<file path="src/rtl/adder_arb_pkg.sv">
// adder_arb_pkg
// Shared constants and types for the round-robin front end of the
// six-input adder pipeline.
//   NUM_OPS          operands per operation (a..f)
//   DEF_DATA_WIDTH   default operand/result width
//   DEF_NUM_REQ      default number of requesters
//   DEF_TAG_DEPTH    default number of operations allowed in flight
//   tag_t            requester index carried through the tag FIFO
package adder_arb_pkg;

  localparam int NUM_OPS        = 6;
  localparam int DEF_DATA_WIDTH = 32;
  localparam int DEF_NUM_REQ    = 4;
  localparam int DEF_TAG_DEPTH  = 4;
  localparam int TAG_BITS       = $clog2(DEF_NUM_REQ);

  typedef logic [TAG_BITS-1:0] tag_t;

endpackage

</file>
<file path="src/rtl/tag_fifo.sv">
// tag_fifo
// In-order FIFO of requester indices, one entry per operation currently in
// the adder pipeline. The head tells the response side which requester owns
// the result that arrives next.
//   clk, rst      rising-edge clock, synchronous active-high reset (empties FIFO)
//   push_i        write push_data_i (ignored when full)
//   push_data_i   requester index of the operation just issued
//   pop_i         drop the head entry (ignored when empty)
//   head_o        oldest stored index
//   full_o        count equals DEPTH
//   empty_o       count equals zero
//   count_o       number of stored entries
module tag_fifo #(
  parameter int DEPTH = 4,
  parameter int WIDTH = 2
) (
  input  logic                         clk,
  input  logic                         rst,
  input  logic                         push_i,
  input  logic [WIDTH-1:0]             push_data_i,
  input  logic                         pop_i,
  output logic [WIDTH-1:0]             head_o,
  output logic                         full_o,
  output logic                         empty_o,
  output logic [$clog2(DEPTH+1)-1:0]   count_o
);

  localparam int PTR_W = (DEPTH > 1) ? $clog2(DEPTH) : 1;
  localparam int CNT_W = $clog2(DEPTH + 1);

  logic [WIDTH-1:0] mem_q [DEPTH];
  logic [PTR_W-1:0] wr_ptr_q, wr_ptr_d;
  logic [PTR_W-1:0] rd_ptr_q, rd_ptr_d;
  logic [CNT_W-1:0] count_q, count_d;
  logic             do_push, do_pop;

  // Pointers wrap explicitly so DEPTH need not be a power of two.
  function automatic logic [PTR_W-1:0] bump(input logic [PTR_W-1:0] p);
    return (p == PTR_W'(DEPTH - 1)) ? '0 : p + 1'b1;
  endfunction

  assign full_o  = (count_q == CNT_W'(DEPTH));
  assign empty_o = (count_q == '0);
  assign do_push = push_i & ~full_o;
  assign do_pop  = pop_i & ~empty_o;
  assign head_o  = mem_q[rd_ptr_q];
  assign count_o = count_q;

  always_comb begin
    wr_ptr_d = do_push ? bump(wr_ptr_q) : wr_ptr_q;
    rd_ptr_d = do_pop  ? bump(rd_ptr_q) : rd_ptr_q;
    count_d  = count_q;
    case ({do_push, do_pop})
      2'b10:   count_d = count_q + 1'b1;
      2'b01:   count_d = count_q - 1'b1;
      default: count_d = count_q;
    endcase
  end

  always_ff @(posedge clk) begin
    if (rst) begin
      wr_ptr_q <= '0;
      rd_ptr_q <= '0;
      count_q  <= '0;
    end else begin
      wr_ptr_q <= wr_ptr_d;
      rd_ptr_q <= rd_ptr_d;
      count_q  <= count_d;
    end
  end

  // Storage needs no reset; only entries between the pointers are ever read.
  always_ff @(posedge clk) begin
    if (do_push) begin
      mem_q[wr_ptr_q] <= push_data_i;
    end
  end

endmodule

</file>
<file path="src/rtl/adder_rr_arbiter.sv">
// adder_rr_arbiter
// Round-robin front end that shares one external six-input adder pipeline
// among NUM_REQ requesters and routes each result back to its owner.
//   clk, rst                  rising-edge clock, synchronous active-high reset
//   req_vld / req_rdy         per-requester operation handshake (rdy one-hot)
//   req_ops                   six operands per requester, requester i operand k
//                             at slice (i*6+k)
//   pe_vld / pe_rdy / pe_ops  registered issue slot towards the pipeline
//   pe_res_vld / pe_res_rdy   result handshake from the pipeline
//   pe_res                    pipeline result
//   rsp_vld / rsp_rdy         per-requester result handshake (vld one-hot)
//   rsp_data                  result, shared by all requesters
//   inflight                  operations issued but not yet answered
//   err_orphan                sticky: a result arrived with no outstanding tag
module adder_rr_arbiter
  import adder_arb_pkg::*;
#(
  parameter int DATA_WIDTH = DEF_DATA_WIDTH,
  parameter int NUM_REQ    = DEF_NUM_REQ,
  parameter int TAG_DEPTH  = DEF_TAG_DEPTH
) (
  input  logic                                  clk,
  input  logic                                  rst,
  input  logic [NUM_REQ-1:0]                    req_vld,
  output logic [NUM_REQ-1:0]                    req_rdy,
  input  logic [NUM_REQ*NUM_OPS*DATA_WIDTH-1:0] req_ops,
  output logic                                  pe_vld,
  input  logic                                  pe_rdy,
  output logic [NUM_OPS*DATA_WIDTH-1:0]         pe_ops,
  input  logic                                  pe_res_vld,
  output logic                                  pe_res_rdy,
  input  logic [DATA_WIDTH-1:0]                 pe_res,
  output logic [NUM_REQ-1:0]                    rsp_vld,
  input  logic [NUM_REQ-1:0]                    rsp_rdy,
  output logic [DATA_WIDTH-1:0]                 rsp_data,
  output logic [$clog2(TAG_DEPTH+1)-1:0]        inflight,
  output logic                                  err_orphan
);

  localparam int IDX_W = (NUM_REQ > 1) ? $clog2(NUM_REQ) : 1;
  localparam int OPS_W = NUM_OPS * DATA_WIDTH;

  logic                 pe_vld_q, pe_vld_d;
  logic [OPS_W-1:0]     pe_ops_q;
  logic [IDX_W-1:0]     last_grant_q, last_grant_d;
  logic                 err_orphan_q, err_orphan_d;

  logic [NUM_REQ-1:0]   grant_oh;
  logic [IDX_W-1:0]     grant_idx;
  logic [OPS_W-1:0]     grant_ops;
  logic                 grant_fire;
  logic                 slot_free;
  logic                 tag_full, tag_empty;
  logic [IDX_W-1:0]     tag_head;
  logic                 res_pop;

  // The slot accepts a new operation when empty or when it drains this
  // cycle. tag_full is the registered count, so a result pop in the same
  // cycle deliberately does not open a grant on a full FIFO.
  assign slot_free  = ~pe_vld_q | pe_rdy;
  assign grant_fire = ~rst & slot_free & ~tag_full & (|req_vld);

  // Walk the requesters starting just after the last winner; the first
  // active one wins.
  always_comb begin
    logic [IDX_W-1:0] cur;
    grant_oh  = '0;
    grant_idx = '0;
    cur       = last_grant_q;
    for (int k = 0; k < NUM_REQ; k++) begin
      cur = (cur == IDX_W'(NUM_REQ - 1)) ? '0 : cur + 1'b1;
      if ((grant_oh == '0) && req_vld[cur]) begin
        grant_oh[cur] = 1'b1;
        grant_idx     = cur;
      end
    end
  end

  always_comb begin
    grant_ops = '0;
    for (int i = 0; i < NUM_REQ; i++) begin
      if (grant_oh[i]) begin
        grant_ops = req_ops[i*OPS_W +: OPS_W];
      end
    end
  end

  assign req_rdy = grant_fire ? grant_oh : '0;

  // A new grant refills the slot; otherwise a taken operation empties it and
  // a stalled one simply holds.
  always_comb begin
    pe_vld_d     = pe_vld_q;
    last_grant_d = last_grant_q;
    err_orphan_d = err_orphan_q | (pe_res_vld & tag_empty);
    if (grant_fire) begin
      pe_vld_d     = 1'b1;
      last_grant_d = grant_idx;
    end else if (pe_rdy) begin
      pe_vld_d = 1'b0;
    end
  end

  always_ff @(posedge clk) begin
    if (rst) begin
      pe_vld_q     <= 1'b0;
      last_grant_q <= IDX_W'(NUM_REQ - 1);
      err_orphan_q <= 1'b0;
    end else begin
      pe_vld_q     <= pe_vld_d;
      last_grant_q <= last_grant_d;
      err_orphan_q <= err_orphan_d;
    end
  end

  // Operand register is data only and is never reset.
  always_ff @(posedge clk) begin
    if (grant_fire) begin
      pe_ops_q <= grant_ops;
    end
  end

  // Results come back in issue order, so the FIFO head names the owner.
  // An empty FIFO hides the result entirely and leaves it unaccepted.
  always_comb begin
    rsp_vld = '0;
    for (int i = 0; i < NUM_REQ; i++) begin
      rsp_vld[i] = pe_res_vld & ~tag_empty & (tag_head == IDX_W'(i));
    end
  end

  assign pe_res_rdy = ~tag_empty & rsp_rdy[tag_head];
  assign res_pop    = pe_res_vld & pe_res_rdy;
  assign rsp_data   = pe_res;
  assign pe_vld     = pe_vld_q;
  assign pe_ops     = pe_ops_q;
  assign err_orphan = err_orphan_q;

  tag_fifo #(
    .DEPTH (TAG_DEPTH),
    .WIDTH (IDX_W)
  ) u_tags (
    .clk         (clk),
    .rst         (rst),
    .push_i      (grant_fire),
    .push_data_i (grant_idx),
    .pop_i       (res_pop),
    .head_o      (tag_head),
    .full_o      (tag_full),
    .empty_o     (tag_empty),
    .count_o     (inflight)
  );

endmodule
</file>
<file path="config.mk">
export PLATFORM = sky130hd
export DESIGN_NAME = adder_rr_arbiter
export DESIGN_NICKNAME = d
export VERILOG_FILES = /design/src/rtl/adder_arb_pkg.sv /design/src/rtl/tag_fifo.sv /design/src/rtl/adder_rr_arbiter.sv
export SDC_FILE = /design/constraint.sdc
export NUM_CORES = 1
export LEC_CHECK = 0
export CAP_MARGIN = 10
export CELL_PAD_IN_SITES_DETAIL_PLACEMENT = 1
export CELL_PAD_IN_SITES_GLOBAL_PLACEMENT = 2
export CORE_AREA = 2 2 414 416
export DETAILED_ROUTE_END_ITERATION = 6
export DIE_AREA = 0 0 416 418
export GPL_TIMING_DRIVEN = 0
export PLACE_DENSITY = 0.56
export SYNTH_ARGS = -nofsm -noshare
export SYNTH_HDL_FRONTEND = slang
export SYNTH_SLANG_ARGS = --single-unit
</file>
<file path="constraint.sdc">
create_clock -name clk -period 9.9 [get_ports clk]
set_clock_uncertainty 0.15 [all_clocks]
set_input_delay 1.485 -clock clk [delete_from_list [all_inputs] [get_ports clk]]
set_output_delay 1.485 -clock clk [all_outputs]
set_load 0.02 [all_outputs]
</file>
Word-level counts from Yosys, hierarchy flattened

Memories as Yosys holds them, arrays and structs flattened. A register that Yosys moved wholly into a read port is not among the register bits.
Cells that the tools add are included.

Flip-flop bits (word level): 203
RAM bits: 8
Input port bits: 812
Memories: 1

Memory list:

| memory       | words | width | read ports | clocked after Yosys merged registers in | write ports | line           | text |
|---|---|---|---|---|---|---|---|
| u_tags.mem_q | 4     | 2     | 1          | 1                                       | 1           | tag_fifo.sv:31 | `logic [WIDTH-1:0] mem_q [DEPTH];` |

$add $sub $neg: 8
Magnitude comparators: 9
Equality and inequality tests: 12
Multiplexer cells: 44
Bitwise gates (word level): 22
Reductions and logical operators: 15

Operators with widths:

| kind                  | count |
|---|---|
| $mux W192             | 4 |
| $mux W2               | 12 |
| $mux W4               | 5 |
| $eq A2 B2 Y1 const B  | 9 |
| $lt A2 B3 Y1 const B  | 5 |
| $and A1 B1 Y1         | 13 |
| $mux W1               | 13 |
| $add A2 B1 Y2 const B | 6 |
| $logic_not A4 Y1      | 3 |
| $or A4 B4 Y4          | 3 |
| $bmux W1 S2           | 5 |
| $demux W1 S2          | 4 |
| $ge A2 B1 Y1 const B  | 4 |
| $logic_and A1 B1 Y1   | 7 |
| $pmux W3 S2           | 1 |
| $eq A2 B1 Y1 const B  | 2 |
| $not A1 Y1            | 4 |
| $reduce_bool A2 Y1    | 2 |
| $reduce_or A4 Y1      | 1 |
| $add A3 B1 Y3 const B | 1 |
| $eq A3 B3 Y1 const B  | 1 |
| $logic_not A3 Y1      | 1 |
| $sub A3 B1 Y3 const B | 1 |
| $logic_not A2 Y1      | 1 |
| $or A1 B1 Y1          | 2 |

Depth between registers and ports, before layout

Depth after elaboration: 20
Depth in mapped cells: 15

Cells and area by module

A second synthesis with hierarchy kept.

Cells, all modules: 1538
Area total of the unflattened synthesis: 14463.9 µm²

Modules (own cells, without submodules):

| module           | times used | cells each | area an instance (µm²) | seq. area each (µm²) |
|---|---|---|---|---|
| adder_rr_arbiter | 1          | 1476       | 13669.4                | 5845.6 |
| tag_fifo         | 1          | 62         | 794.5                  | 420.4 |

Worst setup path before layout

Ideal clock, no wire load.

Kind: input -> output
Start: input pe_rdy
End: output req_rdy[1]
Data arrival time: 8.158 ns
Required time: 8.265 ns
Path slack: 0.107 ns
Cell stages on the path: 5
Buffers on the path: 1
Cells stage by stage: nor2b_1 a2111o_1 inv_1 clkbuf_1 and2_1

Longest elaborated chain between the ends: 5

RTL lines:

| what                        | line                   | text |
|---|---|---|
| start: declaration          | adder_rr_arbiter.sv:28 | `input logic pe_rdy,` |
| $or A1 B1 Y1                | adder_rr_arbiter.sv:60 | `assign slot_free = ~pe_vld_q \| pe_rdy;` |
| $and A1 B1 Y1 (3 in series) | adder_rr_arbiter.sv:61 | `assign grant_fire = ~rst & slot_free & ~tag_full & (\|req_vld);` |
| named net grant_fire        | adder_rr_arbiter.sv:51 | `logic grant_fire;` |
| $mux W4                     | adder_rr_arbiter.sv:88 | `assign req_rdy = grant_fire ? grant_oh : '0;` |
| end: declaration            | adder_rr_arbiter.sv:25 | `output logic [NUM_REQ-1:0] req_rdy,` |

The timed path passes the listed nets, and every way through them passes these cells.

Worst setup path in the final report

Start: register last_grant_q[0]
End: output req_rdy[1]

Longest elaborated chain between the ends: 17
Elaborated cells on any way between the ends: 54
Classes of those cells: add/sub: 4; order compare: 8; eq/ne: 4; mux: 25; bitwise: 3; reduce/logical: 10

RTL lines:

| what                                                  | line                    | text |
|---|---|---|
| start: declaration                                    | adder_rr_arbiter.sv:45  | `logic [IDX_W-1:0] last_grant_q, last_grant_d;` |
| start signal: assignment                              | adder_rr_arbiter.sv:107 | `last_grant_q <= IDX_W'(NUM_REQ - 1);` |
| start signal: assignment                              | adder_rr_arbiter.sv:111 | `last_grant_q <= last_grant_d;` |
| $add A2 B1 Y2 or $eq A2 B2 Y1 (tied branches)         | adder_rr_arbiter.sv:71  | `cur = (cur == IDX_W'(NUM_REQ - 1)) ? '0 : cur + 1'b1;` |
| $mux W2 (*)                                           | adder_rr_arbiter.sv:71  |  |
| branches (longest 13 deep; another with $lt A2 B3 Y1) | --                      |  |
| $mux W4 (*)                                           | adder_rr_arbiter.sv:72  | `if ((grant_oh == '0) && req_vld[cur]) begin` |
| $mux W4 (*)                                           | adder_rr_arbiter.sv:88  |  |

Every way passes the cells marked *. The select of a mux whose other input is x is not followed.

==> run summary <==
The run gives 0 as the overall overflow remaining after global route. The run gives 20,300 as the via count of the first global-routing pass. Counting flops and latches in the post-synthesis netlist gives 213. Of all flip-flops after synthesis, the portion carrying an async set or reset was 0%.

Routability-driven placement finished with a final weighted congestion of 0.911. The analysis attributes to cell leakage a power of 10.0 nW. The worst setup path is of the reg -> out kind.

In the synthesized netlist the dominant register cell turns out to be edfxtp_1. The region available for standard cell placement spans 169,000 um^2. Required time of the critical path: 8270 ps. On the critical path, the stage with the largest delay is an instance of clkdlybuf4s50_1.

The die boundary width works out to 416 um. For this run, the share of the core covered by cells in the final layout is 17.4%. The number of nets handed over by synthesis was 2,569.

STA classifies the critical path endpoint as an output pin. Counting flops with a built-in enable in the synthesized netlist gives 200. For met3 alone, demand over resource in global routing was 5.60%. Sequential cell area fraction in the yosys report: 41.8%.

The final hold violation count is 0, and the number of hold-repair buffers added at the cts stage is 0. The number of resized instances in the post-cts repair step is 0. The later-pin clock latency in the skew report was 580 ps; the routing usage on met1 was 19.0%. The tools report the number of warnings printed during yosys synthesis as 0. Power spread over the standard cell area amounts to 453 nW/um^2.

For this run, the slowest stage of the critical path takes 770 ps. The average size of a mapped cell was 8.60 um^2; the largest net degree at the start of global routing was 57. At the placement stage, the worst setup path has a slack of 2240 ps. The number of routed nets with antenna violations is 0, and the filler cell count in the final layout is 19,800. The worst-case clock buffer depth came out at 3. The tools report the via total after detailed routing as 19,700. The worst setup path is launched from a flip-flop. Summing every instance area after synthesis gives 15,000 um^2. Setup violations remaining at the end of the flow were counted as 0.

The tree built by TritonCTS fans out to 213 sinks. Along the worst hold path, the cell count comes to 2. In the routed design, unresolved DRC markers number 0. The run gives 13.3 mW as the total power consumption of the routed design. The most numerous cell type found on the critical path is buf_2.

The port buffer count is 1,017, and the die outline area is 174,000 um^2. At the worst endpoint, the arrival time is 5880 ps. The area taken by multi-input logic gates came out at 6860 um^2.

Dividing the final minimum period by the clock period gives 75.9%. Dividing the detail-routed wire length by the instance count gives 30.2 um. The logs give 30.1% for the met2 global-route usage and 1,742 for the post-synthesis instance total. After synthesis, the netlist uses 56 different library cells. From synthesis to final layout, the design area changed by 96.3%. The max-capacitance violation count came out at 0. VDD sags by at most 0.199 mV. Walking the worst path, the cells encountered are buf_2 -> inv_1 -> ha_1 -> buf_6 -> mux4_2 -> buf_2 -> a21bo_2 -> a21oi_1 -> a221o_2 -> buf_4 -> a21o_1 -> buf_2 -> clkbuf_1 -> and2_1 -> clkdlybuf4s50_1. The cell depth of the worst flop-to-flop path is 13, and the detailed-routing iteration count for the pre-antenna-repair pass is 5. The tools report the routed wire length as 153,000 um. TritonCTS built the clock tree. Initial antenna violation count: 90.

In this run the worst path has a maximum fanout of 10. The root buffer cell chosen for the clock tree is clkbuf_16. The run gives 0 as the number of max-slew violations in the final report.

The library cells used most frequently in the layout, excluding fill and tap cells, are clkdlybuf4s50_1, o21ai_1, nand2_1, inv_1, edfxtp_1. For this run, the total global-route usage over all layers was measured as 16.8%. The layer flagged by global routing as most heavily used is met2.

The clock-pin slew reported for the worst setup and hold paths after clock tree synthesis came out at 50 ps. Average via count per standard cell: 3.88. The smallest setup slack after layout was 2380 ps.

For the pin with the worst max-slew slack, the measured transition is 1090 ps. The most common library cell in the layout ignoring fill and taps was clkdlybuf4s50_1. The number of post-CTS setup repair buffers is 0. Setup repair after global routing left no endpoint under its margin. The first global-routing pass estimated 196,000 um of wire. Static timing analysis puts the maximum clock frequency at 133 MHz. The number of buffers created by CTS is 39, and the die extent in y is 418 um. Initial DRC count: 1,761.

The effective utilization at floorplan is 8.85%. The count of standard-cell rows is 151. The total negative setup slack is 0 ps, and the worst slew margin relative to its limit is 27.5%. Cells with a size suffix above 1 make up 5.82% of the layout.

For the register area, the log shows 6270 um^2. The H-tree was split into 2 levels. At the end of the flow, the number of nets in the layout was 3,633. The run finished with clean final reports.

In this run the count of I/O pins placed on the die edge is 1,050. Summed over all nets, the half-perimeter wirelength after detailed placement is 129,000 um. Time the worst path needs with I/O delays and setup: 7520 ps. The tightest min-delay check is of the reg -> reg type.
==> cells by family after synthesis <==
logic type	synth area share [%]
AOI/OAI and AO/OA	36.4
buffers and inverters	12.3
and+or+nand+nor	6.80
DFF	41.8
adders and majority gates	1.30
muxes	1.10
xor gates and xnor gates	0.226
==> metal layers <==
layer	part of all wire, %	vias up	wire length, um
li1	-	8710	-
met1	38	9697	57800
met2	51	1001	78300
met3	8.8	218	13500
met4	2.0	60	3100
met5	0.26	-	393
==> metrics by stage <==
step / cell area (um^2) / instances / hold WS, ps
floorplan: 15000 / 1742 / 304
finish: 29400 / 5078 / 339
global route: 29400 / 5069 / 359
CTS: 29300 / 5053 / 340
detailed placement: 28100 / 4983 / 329
global placement: 27900 / 4977 / 326
==> worst max-delay path: cells and delay by family, from the launching register on <==
family | cells | cell delay (ps)
adder cells (fa/ha/maj) | 1 | 350
buffers and inverters | 8 | 2760
flip-flops | 1 | 490
AND/OR/NAND/NOR | 1 | 210
multiplexers | 1 | 550
AO/OA/AOI/OAI | 4 | 910
==> power breakdown <==
part | leakage (nW) | internal (mW) | switching (mW)
clock | 0.598 | 0.803 | 0.624
combinational | 7.36 | 3.10 | 6.71
sequential | 2.05 | 1.94 | 0.146
total | 10.0 | 5.85 | 7.48
==> cell usage after synthesis (2+ instances only) <==
| cell | n | area share (%) |
|---|---|---|
| o21ai_1 | 297 | 9.9 |
| nand2_1 | 208 | 5.2 |
| inv_1 | 203 | 5.1 |
| edfxtp_1 | 200 | 40 |
| a221oi_1 | 194 | 11 |
| a211oi_1 | 193 | 9.7 |
| clkbuf_1 | 137 | 3.4 |
| o21ai_0 | 91 | 3.0 |
| buf_4 | 45 | 2.3 |
| buf_2 | 38 | 1.3 |
| nor2_1 | 17 | 0.43 |
| ha_1 | 14 | 1.2 |
| dfxtp_1 | 13 | 1.7 |
| a21oi_1 | 9 | 0.30 |
| and2_1 | 9 | 0.38 |
| buf_1 | 8 | 0.20 |
| nor3_1 | 6 | 0.20 |
| mux4_2 | 5 | 0.75 |
| or3_1 | 5 | 0.21 |
| mux2i_1 | 3 | 0.20 |
| o31a_1 | 3 | 0.18 |
| o31ai_1 | 3 | 0.15 |
| a2111o_1 | 2 | 0.15 |
| mux2_2 | 2 | 0.15 |
| nand3_1 | 2 | 0.067 |
| nor4_1 | 2 | 0.084 |
| o22ai_1 | 2 | 0.084 |
| or4_1 | 2 | 0.10 |
| xor2_1 | 2 | 0.12 |
==> worst paths after layout <==
kind	startpoint	endpoint	slack (ps)
worst max register to register	last_grant_q[0]	pe_ops[177]	4290
worst min-delay path	u_tags.rd_ptr_q[1]	u_tags.rd_ptr_q[1]	340
worst max-delay path	last_grant_q[0]	req_rdy[1]	2380
worst min register to register	u_tags.rd_ptr_q[1]	u_tags.rd_ptr_q[1]	340
==> flip-flops by register name (all words and copies together), names as in the netlist, named ones only <==
signal	count
u_tags.count_o	3
err_orphan	1
pe_ops	192
u_tags.wr_ptr_q	2
u_tags.rd_ptr_q	2
pe_vld	1
last_grant_q	2
u_tags.mem_q	8
==> layout make-up <==
type | count | share of cell area, %
timing repair buffer | 1023 | 35.1
tap | 2218 | 9.44
clock inverter | 21 | 0.749
sequential | 213 | 21.3
clock buffer | 49 | 3.52
inverter | 203 | 2.59
multi-input combinational | 1097 | 23.3
antenna | 25 | 0.213
buffer | 229 | 3.70
Power figures use the tool's default switching activity.
